## src/rtl/spi_mem_responder_if.sv

```systemverilog
// ============================================================================
// Module  : spi_mem_responder_if
// Brief   : SPI pins and byte-memory port of the SPI memory responder.
// Revision: 1.0 - initial release
// ============================================================================
`default_nettype none

interface spi_mem_responder_if #(
    parameter int ADDR_W = 24
);
    logic              sclk;
    logic              cs;
    logic              mosi;
    logic              miso;
    logic [ADDR_W-1:0] mem_addr;
    logic              mem_rd;
    logic [7:0]        mem_rdata;
    logic              mem_we;
    logic [7:0]        mem_wdata;
    logic              busy;

    // slave: the responder; master: the SPI initiator plus the backing memory
    modport slave (
        input  sclk, cs, mosi, mem_rdata,
        output miso, mem_addr, mem_rd, mem_we, mem_wdata, busy
    );

    modport master (
        output sclk, cs, mosi, mem_rdata,
        input  miso, mem_addr, mem_rd, mem_we, mem_wdata, busy
    );
endinterface

`default_nettype wire

```

## src/rtl/spi_mem_responder.sv

```systemverilog
// ============================================================================
// Module  : spi_mem_responder
// Brief   : SPI mode-0 flash/SRAM-style target, READ/WRITE with 24-bit address.
// Revision: 1.0 - initial release
// ============================================================================
`default_nettype none

module spi_mem_responder #(
    parameter int         ADDR_W      = 24,
    parameter int         SYNC_STAGES = 2,
    parameter logic [7:0] READ_CMD    = 8'h03,
    parameter logic [7:0] WRITE_CMD   = 8'h02
) (
    input  wire logic           clk,
    input  wire logic           rst_n,
    spi_mem_responder_if.slave  bus
);

    typedef enum logic [2:0] {
        S_IDLE   = 3'd0,
        S_CMD    = 3'd1,
        S_ADDR   = 3'd2,
        S_READ   = 3'd3,
        S_WRITE  = 3'd4,
        S_IGNORE = 3'd5
    } state_e;

    localparam logic [ADDR_W-1:0] C_ADDR_ONE = 1;

    state_e                 state_q, state_d;

    logic [SYNC_STAGES-1:0] sclk_sync_q;
    logic [SYNC_STAGES-1:0] cs_sync_q;
    logic [SYNC_STAGES-1:0] mosi_sync_q;
    logic [SYNC_STAGES-1:0] vld_q;
    logic                   sclk_prev_q;
    logic                   cs_prev_q;

    logic                   sclk_s, cs_s, mosi_s;
    logic                   rise, fall, cs_fall, byte_done;
    logic [7:0]             rx_byte;
    logic [23:0]            addr_full;

    logic [7:0]             rx_sr_q, rx_sr_d;
    logic [2:0]             bit_cnt_q, bit_cnt_d;
    logic [1:0]             byte_cnt_q, byte_cnt_d;
    logic [23:0]            addr_sr_q, addr_sr_d;
    logic                   is_read_q, is_read_d;
    logic [7:0]             tx_sr_q, tx_sr_d;
    logic [7:0]             nxt_byte_q, nxt_byte_d;
    logic                   load_q, load_d;
    logic                   cap_q;
    logic                   miso_q, miso_d;
    logic [ADDR_W-1:0]      mem_addr_q, mem_addr_d;
    logic                   mem_rd_q, mem_rd_d;
    logic                   mem_we_q, mem_we_d;
    logic [7:0]             mem_wdata_q, mem_wdata_d;

    assign sclk_s    = sclk_sync_q[SYNC_STAGES-1];
    assign cs_s      = cs_sync_q[SYNC_STAGES-1];
    assign mosi_s    = mosi_sync_q[SYNC_STAGES-1];
    assign rise      = sclk_s & ~sclk_prev_q & ~cs_s;
    assign fall      = ~sclk_s & sclk_prev_q & ~cs_s;
    // cs_prev_q only goes high once the synchronizer holds real samples, so a
    // cs-low window already in progress at reset release is never decoded.
    assign cs_fall   = ~cs_s & cs_prev_q;
    assign byte_done = rise & (bit_cnt_q == 3'd7);
    assign rx_byte   = {rx_sr_q[6:0], mosi_s};
    assign addr_full = {addr_sr_q[22:0], mosi_s};

    always_ff @(posedge clk) begin
        if (!rst_n) begin
            state_q     <= S_IDLE;
            sclk_sync_q <= '0;
            cs_sync_q   <= '1;
            mosi_sync_q <= '0;
            vld_q       <= '0;
            sclk_prev_q <= 1'b0;
            cs_prev_q   <= 1'b0;
            rx_sr_q     <= '0;
            bit_cnt_q   <= '0;
            byte_cnt_q  <= '0;
            addr_sr_q   <= '0;
            is_read_q   <= 1'b0;
            tx_sr_q     <= '0;
            nxt_byte_q  <= '0;
            load_q      <= 1'b0;
            cap_q       <= 1'b0;
            miso_q      <= 1'b0;
            mem_addr_q  <= '0;
            mem_rd_q    <= 1'b0;
            mem_we_q    <= 1'b0;
            mem_wdata_q <= '0;
        end else begin
            state_q        <= state_d;
            sclk_sync_q[0] <= bus.sclk;
            cs_sync_q[0]   <= bus.cs;
            mosi_sync_q[0] <= bus.mosi;
            vld_q[0]       <= 1'b1;
            for (int i = 1; i < SYNC_STAGES; i++) begin
                sclk_sync_q[i] <= sclk_sync_q[i-1];
                cs_sync_q[i]   <= cs_sync_q[i-1];
                mosi_sync_q[i] <= mosi_sync_q[i-1];
                vld_q[i]       <= vld_q[i-1];
            end
            sclk_prev_q <= sclk_s;
            cs_prev_q   <= cs_s & vld_q[SYNC_STAGES-1];
            rx_sr_q     <= rx_sr_d;
            bit_cnt_q   <= bit_cnt_d;
            byte_cnt_q  <= byte_cnt_d;
            addr_sr_q   <= addr_sr_d;
            is_read_q   <= is_read_d;
            tx_sr_q     <= tx_sr_d;
            nxt_byte_q  <= nxt_byte_d;
            load_q      <= load_d;
            cap_q       <= mem_rd_q;
            miso_q      <= miso_d;
            mem_addr_q  <= mem_addr_d;
            mem_rd_q    <= mem_rd_d;
            mem_we_q    <= mem_we_d;
            mem_wdata_q <= mem_wdata_d;
        end
    end

    always_comb begin
        state_d     = state_q;
        rx_sr_d     = rx_sr_q;
        bit_cnt_d   = bit_cnt_q;
        byte_cnt_d  = byte_cnt_q;
        addr_sr_d   = addr_sr_q;
        is_read_d   = is_read_q;
        tx_sr_d     = tx_sr_q;
        nxt_byte_d  = cap_q ? bus.mem_rdata : nxt_byte_q;
        load_d      = load_q;
        miso_d      = miso_q;
        // a write strobe is followed by the address step in the next cycle
        mem_addr_d  = mem_we_q ? mem_addr_q + C_ADDR_ONE : mem_addr_q;
        mem_rd_d    = 1'b0;
        mem_we_d    = 1'b0;
        mem_wdata_d = mem_wdata_q;

        if (cs_s) begin
            state_d    = S_IDLE;
            miso_d     = 1'b0;
            load_d     = 1'b0;
            rx_sr_d    = '0;
            bit_cnt_d  = '0;
            byte_cnt_d = '0;
        end else begin
            if (rise) begin
                rx_sr_d   = rx_byte;
                bit_cnt_d = bit_cnt_q + 3'd1;
            end

            unique case (state_q)
                S_IDLE: begin
                    if (cs_fall) begin
                        state_d    = S_CMD;
                        rx_sr_d    = '0;
                        bit_cnt_d  = '0;
                        byte_cnt_d = '0;
                    end
                end
                S_CMD: begin
                    if (byte_done) begin
                        byte_cnt_d = '0;
                        if (rx_byte == READ_CMD || rx_byte == WRITE_CMD) begin
                            state_d   = S_ADDR;
                            is_read_d = (rx_byte == READ_CMD);
                        end else begin
                            state_d = S_IGNORE;
                        end
                    end
                end
                S_ADDR: begin
                    if (rise) begin
                        addr_sr_d = addr_full;
                        if (bit_cnt_q == 3'd7) begin
                            byte_cnt_d = byte_cnt_q + 2'd1;
                            if (byte_cnt_q == 2'd2) begin
                                mem_addr_d = addr_full[ADDR_W-1:0];
                                if (is_read_q) begin
                                    state_d  = S_READ;
                                    mem_rd_d = 1'b1;
                                    load_d   = 1'b1;
                                end else begin
                                    state_d = S_WRITE;
                                end
                            end
                        end
                    end
                end
                S_READ: begin
                    if (fall) begin
                        if (load_q) begin
                            miso_d  = nxt_byte_q[7];
                            tx_sr_d = {nxt_byte_q[6:0], 1'b0};
                            load_d  = 1'b0;
                        end else begin
                            miso_d  = tx_sr_q[7];
                            tx_sr_d = {tx_sr_q[6:0], 1'b0};
                        end
                    end
                    // prefetch the next byte; it lands well before the next fall
                    if (byte_done) begin
                        mem_addr_d = mem_addr_q + C_ADDR_ONE;
                        mem_rd_d   = 1'b1;
                        load_d     = 1'b1;
                    end
                end
                S_WRITE: begin
                    if (byte_done) begin
                        mem_wdata_d = rx_byte;
                        mem_we_d    = 1'b1;
                    end
                end
                S_IGNORE: begin
                    miso_d = 1'b0;
                end
                default: begin
                    state_d = S_IDLE;
                end
            endcase
        end
    end

    assign bus.miso      = miso_q;
    assign bus.mem_addr  = mem_addr_q;
    assign bus.mem_rd    = mem_rd_q;
    assign bus.mem_we    = mem_we_q;
    assign bus.mem_wdata = mem_wdata_q;
    assign bus.busy      = (state_q != S_IDLE);

endmodule

`default_nettype wire
```

## src/flat_wrapper.sv

```systemverilog
// flat-port wrapper written by rule: the top's interface ports become plain ports
module spi_mem_responder_flat 
#(
    parameter int         ADDR_W      = 24,
    parameter int         SYNC_STAGES = 2,
    parameter logic [7:0] READ_CMD    = 8'h03,
    parameter logic [7:0] WRITE_CMD   = 8'h02
)
  (clk, rst_n, bus_sclk, bus_cs, bus_mosi, bus_mem_rdata, bus_miso, bus_mem_addr, bus_mem_rd, bus_mem_we, bus_mem_wdata, bus_busy);
  spi_mem_responder_if #(.ADDR_W(ADDR_W)) bus_i ();
  input  wire logic clk;
  input  wire logic rst_n;
  input wire logic [$bits(bus_i.sclk)-1:0] bus_sclk;
  input wire logic [$bits(bus_i.cs)-1:0] bus_cs;
  input wire logic [$bits(bus_i.mosi)-1:0] bus_mosi;
  input wire logic [$bits(bus_i.mem_rdata)-1:0] bus_mem_rdata;
  output wire logic [$bits(bus_i.miso)-1:0] bus_miso;
  output wire logic [$bits(bus_i.mem_addr)-1:0] bus_mem_addr;
  output wire logic [$bits(bus_i.mem_rd)-1:0] bus_mem_rd;
  output wire logic [$bits(bus_i.mem_we)-1:0] bus_mem_we;
  output wire logic [$bits(bus_i.mem_wdata)-1:0] bus_mem_wdata;
  output wire logic [$bits(bus_i.busy)-1:0] bus_busy;
  assign bus_i.sclk = bus_sclk;
  assign bus_i.cs = bus_cs;
  assign bus_i.mosi = bus_mosi;
  assign bus_i.mem_rdata = bus_mem_rdata;
  assign bus_miso = bus_i.miso;
  assign bus_mem_addr = bus_i.mem_addr;
  assign bus_mem_rd = bus_i.mem_rd;
  assign bus_mem_we = bus_i.mem_we;
  assign bus_mem_wdata = bus_i.mem_wdata;
  assign bus_busy = bus_i.busy;
  spi_mem_responder #(.ADDR_W(ADDR_W), .SYNC_STAGES(SYNC_STAGES), .READ_CMD(READ_CMD), .WRITE_CMD(WRITE_CMD)) u_core (.clk(clk), .rst_n(rst_n), .bus(bus_i));
endmodule
```

## config.mk

```make
export PLATFORM = sky130hd
export DESIGN_NAME = spi_mem_responder_flat
export DESIGN_NICKNAME = d
export VERILOG_FILES = /design/src/rtl/spi_mem_responder_if.sv /design/src/rtl/spi_mem_responder.sv /design/src/flat_wrapper.sv
export SDC_FILE = /design/constraint.sdc
export NUM_CORES = 1
export LEC_CHECK = 0
export ABC_AREA = 1
export CAP_MARGIN = 20
export CORE_AREA = 5 5 137 139
export CTS_CLUSTER_SIZE = 10
export DETAILED_ROUTE_END_ITERATION = 6
export DIE_AREA = 0 0 142 144
export PLACE_DENSITY = 0.57
export SYNTH_ARGS = -nofsm -noshare
export SYNTH_HDL_FRONTEND = slang
export SYNTH_SLANG_ARGS = --single-unit
export TNS_END_PERCENT = 30
```

## constraint.sdc

```tcl
create_clock -name clk -period 4.1 [get_ports clk]
set_input_delay 0.82 -clock clk [delete_from_list [all_inputs] [get_ports clk]]
set_output_delay 0.82 -clock clk [all_outputs]
set_load 0.02 [all_outputs]
```

==> PnR_summary.wiki, run 1 <==
{| class="wikitable"
! Metric !! Value
|-
| Worst slack, placed || 1600 ps
|-
| Share of async-settable or async-resettable flops after synthesis || 0%
|-
| Average cell area after synthesis || 6.61 um^2
|-
| Maximum number of pins on one net before global-route repair || 69
|-
| Residual DRC || 0
|-
| Cell row count || 49
|-
| Clock Skew || 12.8 ps
|-
| Average detailed-routed wire length per instance || about 13 um
|-
| Top-level I/O count || 49
|-
| Hold_sp || u_core.sclk_sync_q[0]
|-
| Clk pin slew, worst setup/hold paths || 80 ps
|-
| Area of the core || 0.0175 mm^2
|-
| Max_slew headroom || 40.1%
|-
| Number of max-cap violations || 0
|-
| Die boundary height || 144 um
|-
| Worst-case hold slack || 416 ps
|-
| Most instantiated library cell after synthesis || sky130_fd_sc_hd__nand2_1
|-
| Critical path launch point type || flop
|-
| Critical path fanouts, max || 6
|-
| Largest voltage drop on the vdd net || 211 uV
|-
| Total congestion overflow after global routing || 0
|-
| Top cell type by total area after synthesis || sky130_fd_sc_hd__dfxtp_1
|-
| First-pass GRT wire length || 22,600 um
|-
| Power density over cell area || 310 mW/mm^2
|-
| TritonCTS clock tree || built
|-
| Via density per instance || 4.74
|-
| Total half-perimeter wirelength after legalization and detailed placement || between 9000 and 10,000 um
|-
| Commonest register cell after synthesis || sky130_fd_sc_hd__dfxtp_1
|-
| Cell area after synthesis || 0.00512 mm^2
|-
| Count of endpoints failing hold in the final timing report || 0
|-
| Type of element capturing the critical path || output port
|-
| Synth Register Bits || 101
|-
| Slew @ Worst Pin || 897 ps
|-
| Final period util || between 60% and 70%
|-
| Worst Path Class, Setup || reg -> out
|-
| GRT Util Overall || 13.5%
|-
| Sink count of the clock tree || 101
|-
| Layout net count || 826
|-
| Width of the die || 142 um
|-
| Clock latency on the worst-skew pair || 350 ps
|-
| Number of flops mapped to enable cells by yosys || 0
|-
| Area Growth Syn to Fin || 18.6%
|-
| Full die area || 0.0204 mm^2
|-
| Critical path arrival || roughly 1800 ps
|-
| Setup violations, final || 0
|-
| Wirelength, routed || 13,600 um
|-
| Number of gates resized after CTS || 0
|-
| Commonest cells post-synth || sky130_fd_sc_hd__nand2_1, sky130_fd_sc_hd__nor2_1, sky130_fd_sc_hd__dfxtp_1
|-
| Count of hold-fix buffers inserted at cts || 0
|-
| Number of warnings issued by yosys || 0
|-
| Last weighted congestion value of the routability-driven placer || approximately 0.90
|-
| Cts bufs inserted || 9
|-
| Number of distinct standard cells referenced by the synthesized netlist || 38
|-
| Worst Path Required || 3280 ps
|-
| Number of I/O port buffers || 48
|-
| Instance count of the mapped netlist || 774
|-
| Synthesized net count || roughly 800
|-
| H-tree depth || 3
|-
| Antenna fix cells || 0
|-
| Initial cell density of the core || 29.2%
|-
| Vias post-DR || between 4,000 and 5,000
|-
| Post-detailed-route count of antenna-violating nets || 0
|-
| Clock root buffer || sky130_fd_sc_hd__clkbuf_16
|-
| Ratio of cells with drive above 1 in the final layout || 6.27%
|-
| Smallest setup slack after layout || 1440 ps
|-
| Critical register-to-register path startpoint || u_core.state_q[1]
|-
| Hold WC Path Type || reg -> reg
|-
| Fmax || 376 MHz
|-
| Setup TNS || 0 ps
|-
| First DRT Iteration DRCs || 326
|-
| Via count of the first global-routing pass || 4,546
|-
| Detailed-router iteration count before antenna repair || 5
|-
| Count of pins over their slew limit || 0
|-
| Area fraction of the dominant cell type after synthesis || 39.5%
|-
| Post-synthesis sequential area ratio || between 30% and 40%
|-
| Post-CTS setup buffer count || 0
|-
| RSZ-0062 raised after global routing || false
|-
| Top post-synthesis cells by area || sky130_fd_sc_hd__dfxtp_1, sky130_fd_sc_hd__nand2_1, sky130_fd_sc_hd__nor2_1
|-
| Final critical-path required period || 2660 ps
|-
| Initial antenna violation count || 0
|-
| CP startpoint || u_core.state_q[0]
|-
| Buffer depth of the longest clock path || 2
|-
| Number of fill cells in the layout || about 1,900
|-
| Outcome || finished clean
|-
| Leakage || between 2 and 3 nW
|}
==> worst paths after layout <==
check	slack, ps	endpoint	cells past startpoint
worst min-delay path	420	u_core.sclk_sync_q[1]	2
worst max register to register	1870	u_core.bus.mem_addr[15]	7
worst max-delay path	1440	bus_busy	3
worst min register to register	420	u_core.sclk_sync_q[1]	2
==> cells by family after synthesis <==
kind of cell | synth area share (%)
flip-flops | 39.5
AO/OA/AOI/OAI | 14.7
adder cells (fa/ha/maj) | 0.978
buffers and inverters | 7.99
XOR/XNOR | 1.54
AND/OR/NAND/NOR | 35.3
==> layout by cell type, fill, tap and decap left out, types with 4 or more instances in the layout <==
cell                              instances
sky130_fd_sc_hd__nand2_1                220
sky130_fd_sc_hd__nor2_1                 105
sky130_fd_sc_hd__dfxtp_1                101
sky130_fd_sc_hd__o21ai_0                 68
sky130_fd_sc_hd__inv_1                   67
sky130_fd_sc_hd__nand3_1                 64
sky130_fd_sc_hd__a21oi_1                 48
sky130_fd_sc_hd__clkdlybuf4s50_1         47
sky130_fd_sc_hd__a31oi_1                  9
sky130_fd_sc_hd__clkbuf_16                9
sky130_fd_sc_hd__inv_2                    7
sky130_fd_sc_hd__xor2_1                   6
sky130_fd_sc_hd__nor2_2                   5
sky130_fd_sc_hd__nand2_2                  4
sky130_fd_sc_hd__ha_1                     4
==> final cells by class <==
class | count | area (um^2) | area share (%)
well taps | 229 | 287 | 4.72
flip-flops and latches | 101 | 2020 | 33.3
multi-input cells | 572 | 2690 | 44.3
repair buffers | 50 | 490 | 8.08
inverters | 75 | 284 | 4.68
clock buffers | 9 | 225 | 3.71
clock inverters | 7 | 75.1 | 1.24
==> state kept, by name, summed over array words and instances (netlist names), 2 cells and up <==
name,flops
u_core.bit_cnt_q,3
u_core.vld_q,2
u_core.rx_sr_q,7
u_core.state_q,3
u_core.bus.mem_addr,24
u_core.cs_sync_q,2
u_core.nxt_byte_q,8
u_core.bus.mem_wdata,8
u_core.addr_sr_q,23
u_core.byte_cnt_q,2
u_core.sclk_sync_q,2
u_core.mosi_sync_q,2
u_core.tx_sr_q,7
==> worst max-delay path, cell delays in order (launching register included) <==
cell,delay (ps)
sky130_fd_sc_hd__dfxtp_1,580
sky130_fd_sc_hd__nor2_2,110
sky130_fd_sc_hd__nand2_1,170
sky130_fd_sc_hd__clkdlybuf4s50_1,630
==> routing by layer <==
metal / track usage (%) / share of wire [%] / vias to the layer above
li1: - / - / 2566
met1: 18.6 / 51 / 2259
met2: 20.7 / 43 / 102
met3: 2.35 / 4.1 / 17
met4: 5.81 / 1.9 / 0
met5: 0 / 0 / -
==> power by group <==
part           leakage, nW  switching (mW)  total, mW  internal, mW
combinational         1.58          0.0215     0.0367        0.0152
clock                0.145           0.422      0.856         0.433
sequential           0.815         0.00269      0.987         0.985
==> per-stage QoR <==
step | total power, mW | area (um^2) | utilization, % | cells
2_1_floorplan | 1.03 | 5120 | - | 774
3_3_place_gp | 1.05 | 5770 | 32.9 | 1027
3_5_place_dp | 1.05 | 5770 | 32.9 | 1027
4_1_cts | 1.91 | 6070 | 34.6 | 1043
5_1_grt | 1.96 | 6070 | 34.6 | 1043
6_report | 1.88 | 6070 | 34.6 | 1043
No activity file was read; power rests on OpenSTA's default activity.
==> run 2, diff against run 1 <==
- PLACE_DENSITY: 0.57 -> 0.58
- clock period: 4.1 -> 2.34 ns (I/O delays scaled with it)
==> run 2 against run 1 <==
Total power is 84% higher. Sequential share of layout area decreased by 0.55 points. Worst hold slack got worse by 3.0 ps. Clock power rose by 94%. Largest cell class unchanged. Largest power group unchanged. Highest routed layer unchanged.
==> PnR_summary.wiki, run 2 (synthesis results as in run 1) <==
{| class="wikitable"
! Metric !! Value
|-
| Outcome || finished clean
|-
| Setup violations, final || 0 (unchanged)
|-
| First DRT Iteration DRCs || 308 (-5.5%)
|-
| Width of the die || 142 um (unchanged)
|-
| Initial antenna violation count || 0 (unchanged)
|-
| Vias post-DR || 4,903 (-0.83%)
|-
| Power density over cell area || 561 mW/mm^2 (+81%)
|-
| Post-CTS setup buffer count || 0 (unchanged)
|-
| Via count of the first global-routing pass || 4,561 (+0.33%)
|-
| Critical path fanouts, max || 5 (-1)
|-
| Hold WC Path Type || reg -> reg
|-
| Area of the core || 0.0175 mm^2 (unchanged)
|-
| Maximum number of pins on one net before global-route repair || 69 (unchanged)
|-
| Setup TNS || 0 ps (unchanged)
|-
| Average detailed-routed wire length per instance || 13.2 um (+1.6%)
|-
| Final period util || 94.2%
|-
| Buffer depth of the longest clock path || 2 (unchanged)
|-
| Die boundary height || 144 um (unchanged)
|-
| Number of flip-flops under the largest register name || 24 (unchanged)
|-
| Critical path arrival || 1740 ps (-100 ps)
|-
| Area Growth Syn to Fin || 20.6%
|-
| Slew @ Worst Pin || 495 ps (-402 ps)
|-
| Worst Path Class, Setup || reg -> out
|-
| Total half-perimeter wirelength after legalization and detailed placement || 10,300 um (+3.9%)
|-
| Clock Skew || 11.9 ps (-0.913 ps)
|-
| Commonest cells after routing, fill and taps aside || sky130_fd_sc_hd__nand2_1, sky130_fd_sc_hd__nor2_1, sky130_fd_sc_hd__dfxtp_1, sky130_fd_sc_hd__o21ai_0, sky130_fd_sc_hd__inv_1
|-
| Number of gates resized after CTS || 0 (unchanged)
|-
| TritonCTS clock tree || built
|-
| Worst Path Required || 1870 ps (-1410 ps)
|-
| Sink count of the clock tree || 101 (unchanged)
|-
| Residual DRC || 0 (unchanged)
|-
| Ratio of cells with drive above 1 in the final layout || 7.06% (+0.79 points)
|-
| Count of pins over their slew limit || 0 (unchanged)
|-
| First-pass GRT wire length || 23,100 um (+2.1%)
|-
| Critical path launch point type || flop
|-
| Cell row count || 49 (unchanged)
|-
| Full die area || 0.0204 mm^2 (unchanged)
|-
| Initial cell density of the core || 29.2% (unchanged)
|-
| Clk pin slew, worst setup/hold paths || 70 ps (about the same)
|-
| Final critical-path required period || 2200 ps
|-
| Max_slew headroom || 66.9% (+27 points)
|-
| Power, Total || 3.47 mW (+84%)
|-
| Largest voltage drop on the vdd net || 358 uV (+69%)
|-
| Number of I/O port buffers || 48 (unchanged)
|-
| Via density per instance || 4.67 (-1.6%)
|-
| Top-level I/O count || 49 (unchanged)
|-
| Count of hold-fix buffers inserted at cts || 0 (unchanged)
|-
| Cts bufs inserted || 9 (unchanged)
|-
| Fmax || 454 MHz
|-
| Count of endpoints failing hold in the final timing report || 0 (unchanged)
|-
| Number of fill cells in the layout || 1,962 (+1.3%)
|-
| Antenna fix cells || 0 (unchanged)
|-
| RSZ-0062 raised after global routing || false
|-
| Type of element capturing the critical path || output port
|-
| Number of max-cap violations || 0 (unchanged)
|-
| Last weighted congestion value of the routability-driven placer || 0.869 (-3.7%)
|-
| Detailed-router iteration count before antenna repair || 5 (unchanged)
|-
| Most common cell after layout, fill and taps aside || sky130_fd_sc_hd__nand2_1
|-
| Clock latency on the worst-skew pair || 360 ps (about the same)
|-
| Clock root buffer || sky130_fd_sc_hd__clkbuf_16
|-
| Leakage || 2.60 nW (+2.4%)
|-
| Layout net count || 834 (+0.97%)
|-
| H-tree depth || 3 (unchanged)
|-
| GRT Util Overall || 13.9% (+0.44 points)
|-
| Total congestion overflow after global routing || 0 (unchanged)
|-
| Post-detailed-route count of antenna-violating nets || 0 (unchanged)
|-
| Wirelength, routed || 13,900 um (+2.3%)
|}
==> run 2: area by class of cell <==
class | instances | area [um^2] | area share [%]
Clock buffer | 10 | 229 | 3.71
Clock inverter | 6 | 100 | 1.62
Inverter | 75 | 284 | 4.60
Multi-Input combinational cell | 572 | 2690 | 43.5
Sequential cell | 101 | 2020 | 32.8
Tap cell | 229 | 287 | 4.64
Timing Repair Buffer | 58 | 563 | 9.12
==> run 2: final timing paths <==
check                                       startpoint                      end  slack, ps  cells after the start
worst min-delay path             u_core.mosi_sync_q[0]    u_core.mosi_sync_q[1]        410                      2
worst max register to register  u_core.bus.mem_addr[0]  u_core.bus.mem_addr[16]        410                     10
worst min register to register   u_core.mosi_sync_q[0]    u_core.mosi_sync_q[1]        410                      2
worst max-delay path                 u_core.state_q[1]                 bus_busy        140                      3
==> run 2: metal layers <==
layer	vias up	share of wire (%)	track usage [%]
met1	2185	49	19.5
met2	120	43	21.4
met3	13	5.5	2.91
met5	-	0	0
li1	2585	-	-
met4	0	1.6	4.75
==> run 2: worst max-delay path, cell delays in order, from the launching register on <==
cell	delay, ps
sky130_fd_sc_hd__dfxtp_1	500
sky130_fd_sc_hd__nor2_2	100
sky130_fd_sc_hd__nand2_1	150
sky130_fd_sc_hd__clkdlybuf4s50_1	630
==> run 2: stage by stage <==
stage / utilization, % / worst slack [ps] / instance area [um^2] / hold slack (ps) / cells
2_1_floorplan: - / 540 / 5120 / 390 / 774
3_3_place_gp: 33.3 / 420 / 5840 / 395 / 1035
3_5_place_dp: 33.3 / 409 / 5840 / 397 / 1035
4_1_cts: 35.2 / 108 / 6170 / 415 / 1051
5_1_grt: 35.2 / 74.9 / 6170 / 429 / 1051
6_report: 35.2 / 136 / 6170 / 413 / 1051
==> run 2: report_power, final <==
group	leakage, nW	internal (mW)	switching [mW]
clock network	0.162	0.961	0.703
logic	1.62	0.0309	0.0402
registers	0.815	1.73	0.00426
==> run 3, diff against run 2 <==
- CTS_CLUSTER_DIAMETER: default -> 120
==> results of run 3 <==
Final layout, timing and power as in run 2 (identical DEF).
